$ cat config.mk
export PLATFORM = sky130hd
export DESIGN_NAME = complex_accumulator
export DESIGN_NICKNAME = d
export VERILOG_FILES = /design/src/rtl/complex_accumulator.sv
export SDC_FILE = /design/constraint.sdc
export NUM_CORES = 1
export LEC_CHECK = 0
export BUFFER_PORTS_ARGS = -buffer_cell sky130_fd_sc_hd__buf_4
export CORE_MARGIN = 4
export CORE_UTILIZATION = 59
export CTS_CLUSTER_DIAMETER = 150
export DETAILED_ROUTE_END_ITERATION = 8
export PLACE_DENSITY_LB_ADDON = 0.15
export SKIP_LAST_GASP = 1
export SYNTH_ARGS = -nofsm -noshare
export SYNTH_HDL_FRONTEND = slang
export SYNTH_SLANG_ARGS = --single-unit
export TNS_END_PERCENT = 100
$ cat constraint.sdc
create_clock -name Clk -period 7.4 [get_ports Clk]
set_input_delay 0.74 -clock Clk [delete_from_list [all_inputs] [get_ports Clk]]
set_output_delay 0.74 -clock Clk [all_outputs]
set_load 0.02 [all_outputs]
$ cat src/rtl/complex_accumulator.sv
// Sums ACC_LEN complex products per frame with per-part saturation; result registered 1 cycle after last accept.
// Backpressure: result held while OutReady is low; no product accepted until the result handshake completes.
module complex_accumulator #(
    parameter int ACC_LEN = 8,
    parameter int ACC_W   = 24
) (
    input  logic                    Clk,
    input  logic                    Reset,
    input  logic                    InValid,
    output logic                    InReady,
    input  logic [33:0]             InProduct,
    output logic                    OutValid,
    input  logic                    OutReady,
    output logic signed [ACC_W-1:0] OutReal,
    output logic signed [ACC_W-1:0] OutImag,
    output logic                    Overflow
);
    localparam int CNT_W = (ACC_LEN > 1) ? $clog2(ACC_LEN) : 1;
    localparam logic [CNT_W-1:0] LAST = CNT_W'(ACC_LEN - 1);
    localparam logic signed [ACC_W-1:0] SAT_MAX = {1'b0, {(ACC_W-1){1'b1}}};
    localparam logic signed [ACC_W-1:0] SAT_MIN = {1'b1, {(ACC_W-1){1'b0}}};

    typedef enum logic {ACCUM, HOLD} state_t;

    state_t                  state;
    logic [CNT_W-1:0]        count;
    logic signed [ACC_W-1:0] acc_re;
    logic signed [ACC_W-1:0] acc_im;
    logic                    ovf_sticky;
    logic signed [ACC_W-1:0] sum_re;
    logic signed [ACC_W-1:0] sum_im;
    logic                    ovf_re;
    logic                    ovf_im;

    // Returns {saturated, value}; one guard bit is enough to detect overflow of a single add.
    function automatic logic [ACC_W:0] sat_add(input logic signed [ACC_W-1:0] a,
                                               input logic [16:0] b);
        logic signed [ACC_W:0] s;
        s = $signed({a[ACC_W-1], a}) + $signed({{(ACC_W-16){b[16]}}, b});
        if (s[ACC_W] != s[ACC_W-1])
            return {1'b1, s[ACC_W] ? SAT_MIN : SAT_MAX};
        return {1'b0, s[ACC_W-1:0]};
    endfunction

    always_comb begin
        {ovf_re, sum_re} = sat_add(acc_re, InProduct[33:17]);
        {ovf_im, sum_im} = sat_add(acc_im, InProduct[16:0]);
    end

    assign InReady = (state == ACCUM);

    always_ff @(posedge Clk) begin
        if (Reset) begin
            state      <= ACCUM;
            count      <= '0;
            acc_re     <= '0;
            acc_im     <= '0;
            ovf_sticky <= 1'b0;
            OutValid   <= 1'b0;
            OutReal    <= '0;
            OutImag    <= '0;
            Overflow   <= 1'b0;
        end else begin
            case (state)
                ACCUM: begin
                    if (InValid) begin
                        if (count == LAST) begin
                            OutReal    <= sum_re;
                            OutImag    <= sum_im;
                            Overflow   <= ovf_sticky | ovf_re | ovf_im;
                            OutValid   <= 1'b1;
                            acc_re     <= '0;
                            acc_im     <= '0;
                            ovf_sticky <= 1'b0;
                            count      <= '0;
                            state      <= HOLD;
                        end else begin
                            acc_re     <= sum_re;
                            acc_im     <= sum_im;
                            ovf_sticky <= ovf_sticky | ovf_re | ovf_im;
                            count      <= count + 1'b1;
                        end
                    end
                end
                HOLD: begin
                    if (OutReady) begin
                        OutValid <= 1'b0;
                        state    <= ACCUM;
                    end
                end
            endcase
        end
    end
endmodule
==> reports/summary.txt, run 1 <==
Outcome -> complete, no violations
P_int -> 1.37 mW
TNS Setup -> 0 ns
All-layer global routing usage -> 0.267
Clock Skew -> 0.0120 ns
Final setup viols -> 0
Pins Over Slew Limit -> 0
Total number of vias -> 5306
Worst Tran Pin Value -> 0.787 ns
Leak -> 3.10 nW
Crit Path Class -> input port to flop
Congestion Overflow GR -> 0
CTS tree -> yes
Fin crit period -> 4.36 ns
N_diodes -> 0
Comb power frac -> 0.568
Post-route ant nets -> 0
Clk buf depth -> 2
Fraction of final layout cells with drive strength greater than 1 -> 0.175
Clk slew on worst S/H paths -> 0.11 ns
Critical path's top delay family -> simple AND/OR/NAND/NOR gates
Number of max-cap violations -> 0
Worst min path class -> flop to flop
Vias in the first global route -> 5347
Post-Syn Nets -> 743
Psw -> 1.13 mW
First-pass DRT Iterations -> 5
Synthesis-stage register bit count -> 103
CP max FO -> 14
Worst EP arrival -> 4.70 ns
Final wirelength -> 15.2 mm
Io pins -> 89
Area growth syn-to-layout -> 15.9%
Final Hold Fails -> 0
Gp weighted congestion -> 0.890
RSZ-0062 raised after global routing -> false
Sequential Power Share -> 0.288
Fin crit share -> 0.589
Crit-path max cell delay -> 0.59 ns
Via density -> 6.18
Crit path max-delay cell type -> ha_1
Core box area -> 9770 µm²
Synthesized area -> 5910 µm²
Initial antenna violation count -> 0
Worst skew pair latency -> 0.40 ns
Row count -> 36
# DRC -> 0
Setup crit end kind -> flop
Critical path launch point type -> input port
Post-DP HPWL -> 11.0 mm
Die area -> 11700 µm²
Design Area, Final -> 6850 µm²
Wire per inst -> 17.6 µm
Synth area leaders -> dfxtp_1 35%, ha_1 11%, a221o_1 6.4%
Hold buffers post-CTS -> 0
Mean post-synth cell area -> 9.10 µm²
Syn. warnings -> 0
Post-CTS Setup Bufs -> 0
Yosys cell types -> 65
CTS Buf Count -> 9
Worst hold slack -> 0.468 ns
Buf/Inv on CP -> 2
CP required -> 7.74 ns
Clock Sinks -> 103
DRT iter0 DRCs -> 242
Root Buffer -> clkbuf_8
Number of synthesized flops with an enable pin -> 0
Worst VDD drop -> 224 µV
Initial core utilization -> 0.604
Layout Nets -> 815
Pwr Density -> 366 nW/µm²
Top cell type's share of synthesized area -> 0.349
Max Clk Rate -> 230 MHz
Synth Flop Type -> dfxtp_1
Largest net degree at the start of global routing -> 35
Post-synthesis async set-or-reset flop share -> 0
Clock H-tree levels -> 3
First-pass GRT wire length -> 25.0 mm
Crit-path cells -> buf_4 > ha_1 > and2_1 > nor3b_1 > a211oi_2 > o21ai_2 > nand3_1 > a32oi_1 > mux2i_1 > o2111ai_1 > ha_1 > inv_1 > or2_1 > nor2_4 > a221o_1
Worst slew margin -> 0.472
Clock share of power -> 0.143
Die X -> 108 µm
Die height -> 108 µm
Mapped Cells -> 649
Port buffer count -> 88
Critical path's most frequent cell -> ha_1
Placed inst area -> 6650 µm²
Switching share of power -> 0.453
PostCTS Resize Cnt -> 0
Yosys top cell by area -> dfxtp_1
Register area share after synthesis -> 0.349
-- final cells by class --
type / count / area [µm²]
Clock buffer: 9 / 124
Clock inverter: 7 / 71.3
Fill cell: 797 / 2930
Inverter: 10 / 37.5
Multi-Input combinational cell: 504 / 3690
Sequential cell: 103 / 2060
Tap cell: 133 / 166
Timing Repair Buffer: 93 / 698
-- metrics by stage --
stage | total power [mW] | worst slack [ns] | util | cells
6_report | 2.50 | 3.04 | 0.700 | 859
5_1_grt | 2.71 | 2.78 | 0.700 | 859
4_1_cts | 2.50 | 3.11 | 0.700 | 859
3_5_place_dp | 2.13 | 2.72 | 0.680 | 843
3_3_place_gp | 2.09 | 2.85 | 0.680 | 843
2_1_floorplan | 1.86 | 3.53 | - | 649
-- per-layer routing --
| layer | vias up | wire length, µm | global-route usage |
|---|---|---|---|
| li1 | 2591 | - | - |
| met1 | 2534 | 6500 | 0.328 |
| met2 | 153 | 7420 | 0.459 |
| met3 | 28 | 893 | 0.0609 |
| met4 | 0 | 340 | 0.0965 |
| met5 | - | 0 | 0 |
-- cells in the mapped netlist, types with 3 or more instances --
cell      count
dfxtp_1     103
nand2_1      58
ha_1         54
o21ai_0      44
a21oi_1      41
a221o_1      38
nor2_1       36
a22o_1       31
a21o_1       25
clkbuf_1     23
xor2_1       22
xnor2_1      20
and2_1       10
inv_1         9
nand3_1       9
nor2b_1       8
nor3_1        8
a211oi_1      7
o211ai_1      7
o21ai_1       7
o21bai_1      6
a31oi_1       5
o21a_1        5
o31ai_1       5
and3_1        4
nand2b_1      4
buf_1         3
buf_4         3
nand3b_1      3
-- state kept, by name (all words and copies together), names as in the netlist --
name        flops
OutImag        24
OutReal        24
acc_im         24
acc_re         24
count           3
OutValid        1
Overflow        1
ovf_sticky      1
state           1
-- cells in the final DEF, fill, tap and decap left out, types with 4 or more instances in the layout --
cell type,instances
a221o_1,38
a21oi_1,40
inv_1,9
and2_1,10
o21a_1,5
nor2_1,35
ha_1,54
o21ai_1,7
nand3_1,9
o21ai_0,44
o211ai_1,7
buf_4,93
xor2_1,22
a21o_1,25
nand2_1,58
and3_1,4
dfxtp_1,103
a22o_1,31
o21bai_1,6
o31ai_1,5
xnor2_1,20
nor2b_1,8
a31oi_1,5
clkbuf_8,9
a211oi_1,7
nor3_1,7
nand2b_1,4
-- logic make-up after synthesis --
family	Yosys count	synth area share
AOI/OAI and AO/OA	246	0.304
muxes	2	0.00339
DFF	103	0.349
xor gates and xnor gates	42	0.0623
adders and majority gates	56	0.121
buffers and inverters	42	0.0303
and+or+nand+nor	158	0.130
-- tightest hold or removal path, cell delays in order (launching register included) --
cell and delay (ns):
dfxtp_1 0.34, nand2_1 0.04, o21ai_0 0.06
-- final timing paths --
| path | start | end | slack [ns] | depth (start not counted) |
|---|---|---|---|---|
| max | InProduct[25] | acc_re[14]$_SDFFE_PP0P_ | 3.04 | 15 |
| min | acc_re[7]$_SDFFE_PP0P_ | acc_re[7]$_SDFFE_PP0P_ | 0.47 | 2 |
| max reg2reg | acc_re[9]$_SDFFE_PP0P_ | acc_re[14]$_SDFFE_PP0P_ | 3.14 | 14 |
| min reg2reg | acc_re[7]$_SDFFE_PP0P_ | acc_re[7]$_SDFFE_PP0P_ | 0.47 | 2 |
-- power by group through the flow --
stage	registers (mW)	logic, mW	clock network, mW
finish	0.722	1.42	0.359
global route	0.733	1.58	0.392
CTS	0.722	1.40	0.370
detailed placement	0.732	1.40	0
global placement	0.730	1.36	0
floorplan	0.715	1.14	0
No activity file was read; power rests on OpenSTA's default activity.
==> run 2, diff against run 1 <==
CORE_UTILIZATION = 52   (was 59)
clock period = 3.7 ns   (was 7.4 ns; I/O delays follow)
==> run 2 against run 1 <==
Sequential share of layout area down 1.6 points. Register-to-register slack got worse by 3.0 ns. Clock power increased to 2.6 times the previous value. Critical path type is now flop to flop. Largest power group unchanged. Highest routed layer unchanged. Utilization is 4.2 points lower.
==> reports/summary.txt, run 2 (synthesized netlist as in run 1, its figures left out) <==
CP required -> 4.00 ns
# DRC -> 0
Worst EP arrival -> 3.84 ns
First-pass DRT Iterations -> 6
Worst Hold End -> state$_SDFF_PP0_
Gp weighted congestion -> 0.914
Worst hold slack -> 0.221 ns
DRT iter0 DRCs -> 327
CP max FO -> 11
Initial core utilization -> 0.538
Post-route ant nets -> 0
Die X -> 115 µm
Fin crit share -> 0.956
Final Util -> 0.658
Layout Nets -> 845
Most frequent cells in the layout -> 121 x buf_4, 103 x dfxtp_1, 58 x nand2_1
Critical path's top delay family -> compound AO/OA/AOI/OAI gates
Setup crit end kind -> flop
R2R depth -> 15
Crit-path cells -> ha_1 > a211oi_2 > o211ai_1 > a211oi_2 > o21ai_2 > nand3_1 > a32oi_2 > mux2i_1 > o2111ai_1 > ha_1 > inv_1 > or2_1 > buf_12 > nor2_2 > a221o_1
Final setup viols -> 0
Io pins -> 89
Worst slew margin -> 0.462
Final Hold Fails -> 0
N_diodes -> 0
Clock Skew -> 0.00552 ns
CTS Buf Count -> 9
Clock H-tree levels -> 3
Clk buf depth -> 2
All-layer global routing usage -> 0.236
Pwr Density -> 776 nW/µm²
Pins Over Slew Limit -> 0
Cells on Worst Hold Path -> 2
Leak -> 3.30 nW
Max Clk Rate -> 283 MHz
Number of max-cap violations -> 0
Congestion Overflow GR -> 0
Worst Tran Pin Value -> 0.806 ns
Clk slew on worst S/H paths -> 0.07 ns
Worst skew pair latency -> 0.35 ns
Reg2reg end -> acc_re[15]$_SDFFE_PP0P_
Placed cells -> 879
Worst min path class -> input port to flop
Fin crit period -> 3.54 ns
Crit Reg-Reg Startpoint -> acc_re[1]$_SDFFE_PP0P_
Core box area -> 11000 µm²
Final wirelength -> 15.2 mm
Die area -> 13100 µm²
Crit path max-delay cell type -> dfxtp_1
Initial antenna violation count -> 0
Via density -> 5.98
Post-route insts no fill -> 896
Filler cell count in the final layout -> 913
Crit Path Class -> flop to flop
Post-DP HPWL -> 11.1 mm
Wire per inst -> 17.0 µm
Root Buffer -> clkbuf_16
Worst VDD drop -> 407 µV
Outcome -> complete, no violations
Commonest non-fill, non-tap cell in the layout -> buf_4
Crit-path max cell delay -> 0.39 ns
Row count -> 38
Area growth syn-to-layout -> 22.3%
Clock Sinks -> 103
R2r setup slk -> 0.16 ns
Critical path launch point type -> flop
CTS tree -> yes
First-pass GRT wire length -> 25.2 mm
Total number of vias -> 5355
Largest net degree at the start of global routing -> 33
Min-Delay Startpoint -> OutReady
Buf/Inv on CP -> 2
Port buffer count -> 88
Vias in the first global route -> 5255
Die height -> 115 µm
Fraction of final layout cells with drive strength greater than 1 -> 0.214
==> run 2: how the worst max path moves through the flow <==
stage / startpoint / endpoint / cells past startpoint
after floorplan: InProduct[3] / acc_im[2]$_SDFFE_PP0P_ / 14
after global placement: InProduct[3] / acc_im[22]$_SDFFE_PP0P_ / 13
after detailed placement: InProduct[3] / OutImag[18]$_SDFFE_PP0P_ / 13
after CTS: acc_im[3]$_SDFFE_PP0P_ / acc_im[14]$_SDFFE_PP0P_ / 12
after global routing: acc_re[1]$_SDFFE_PP0P_ / acc_re[12]$_SDFFE_PP0P_ / 15
final: acc_re[1]$_SDFFE_PP0P_ / acc_re[15]$_SDFFE_PP0P_ / 15
==> run 2: report_power, final <==
group	internal, mW	leakage [nW]	switching, mW	total (mW)
registers	1.32	0.839	0.123	1.44
logic	1.43	2.32	1.80	3.23
clock network	0.471	0.139	0.462	0.934
total	3.23	3.30	2.38	5.61
==> run 2: per-stage QoR <==
step / worst slack (ns) / cell area, µm² / power (mW) / TNS, ns
floorplan: 0.204 / 5910 / 3.71 / 0
CTS: 0.104 / 7180 / 5.53 / 0
detailed placement: -0.0716 / 6890 / 4.58 / -0.973
global route: -0.0351 / 7230 / 6.05 / -0.188
finish: 0.162 / 7230 / 5.61 / 0
global placement: 0.0538 / 6890 / 4.52 / 0
==> run 2: layout make-up <==
class                      instances  area (µm²)  area share
sequential                       103        2060       0.285
clock buffer                       9         225      0.0312
tap                              140         175      0.0242
inverter                          10        37.5     0.00519
clock inverter                     7        62.6     0.00866
multi-input combinational        505        3740       0.517
timing repair buffer             122         928       0.128
==> run 2: what timing repair did <==
| item | 4_1_cts | 5_1_grt |
|---|---|---|
| buffers inserted | 0 | 0 |
| endpoints found under the setup margin | 0 | 69 |
| hold buffers | 0 | 0 |
| resized for setup | 0 | 8 |
==> run 2: per-layer routing <==
layer  global-route usage  part of all wire  vias up
met2                0.403              0.49      143
met3               0.0465             0.053       18
met1                0.300              0.44     2541
met5                    0                 0        -
li1                     -                 -     2653
met4               0.0713             0.013        0
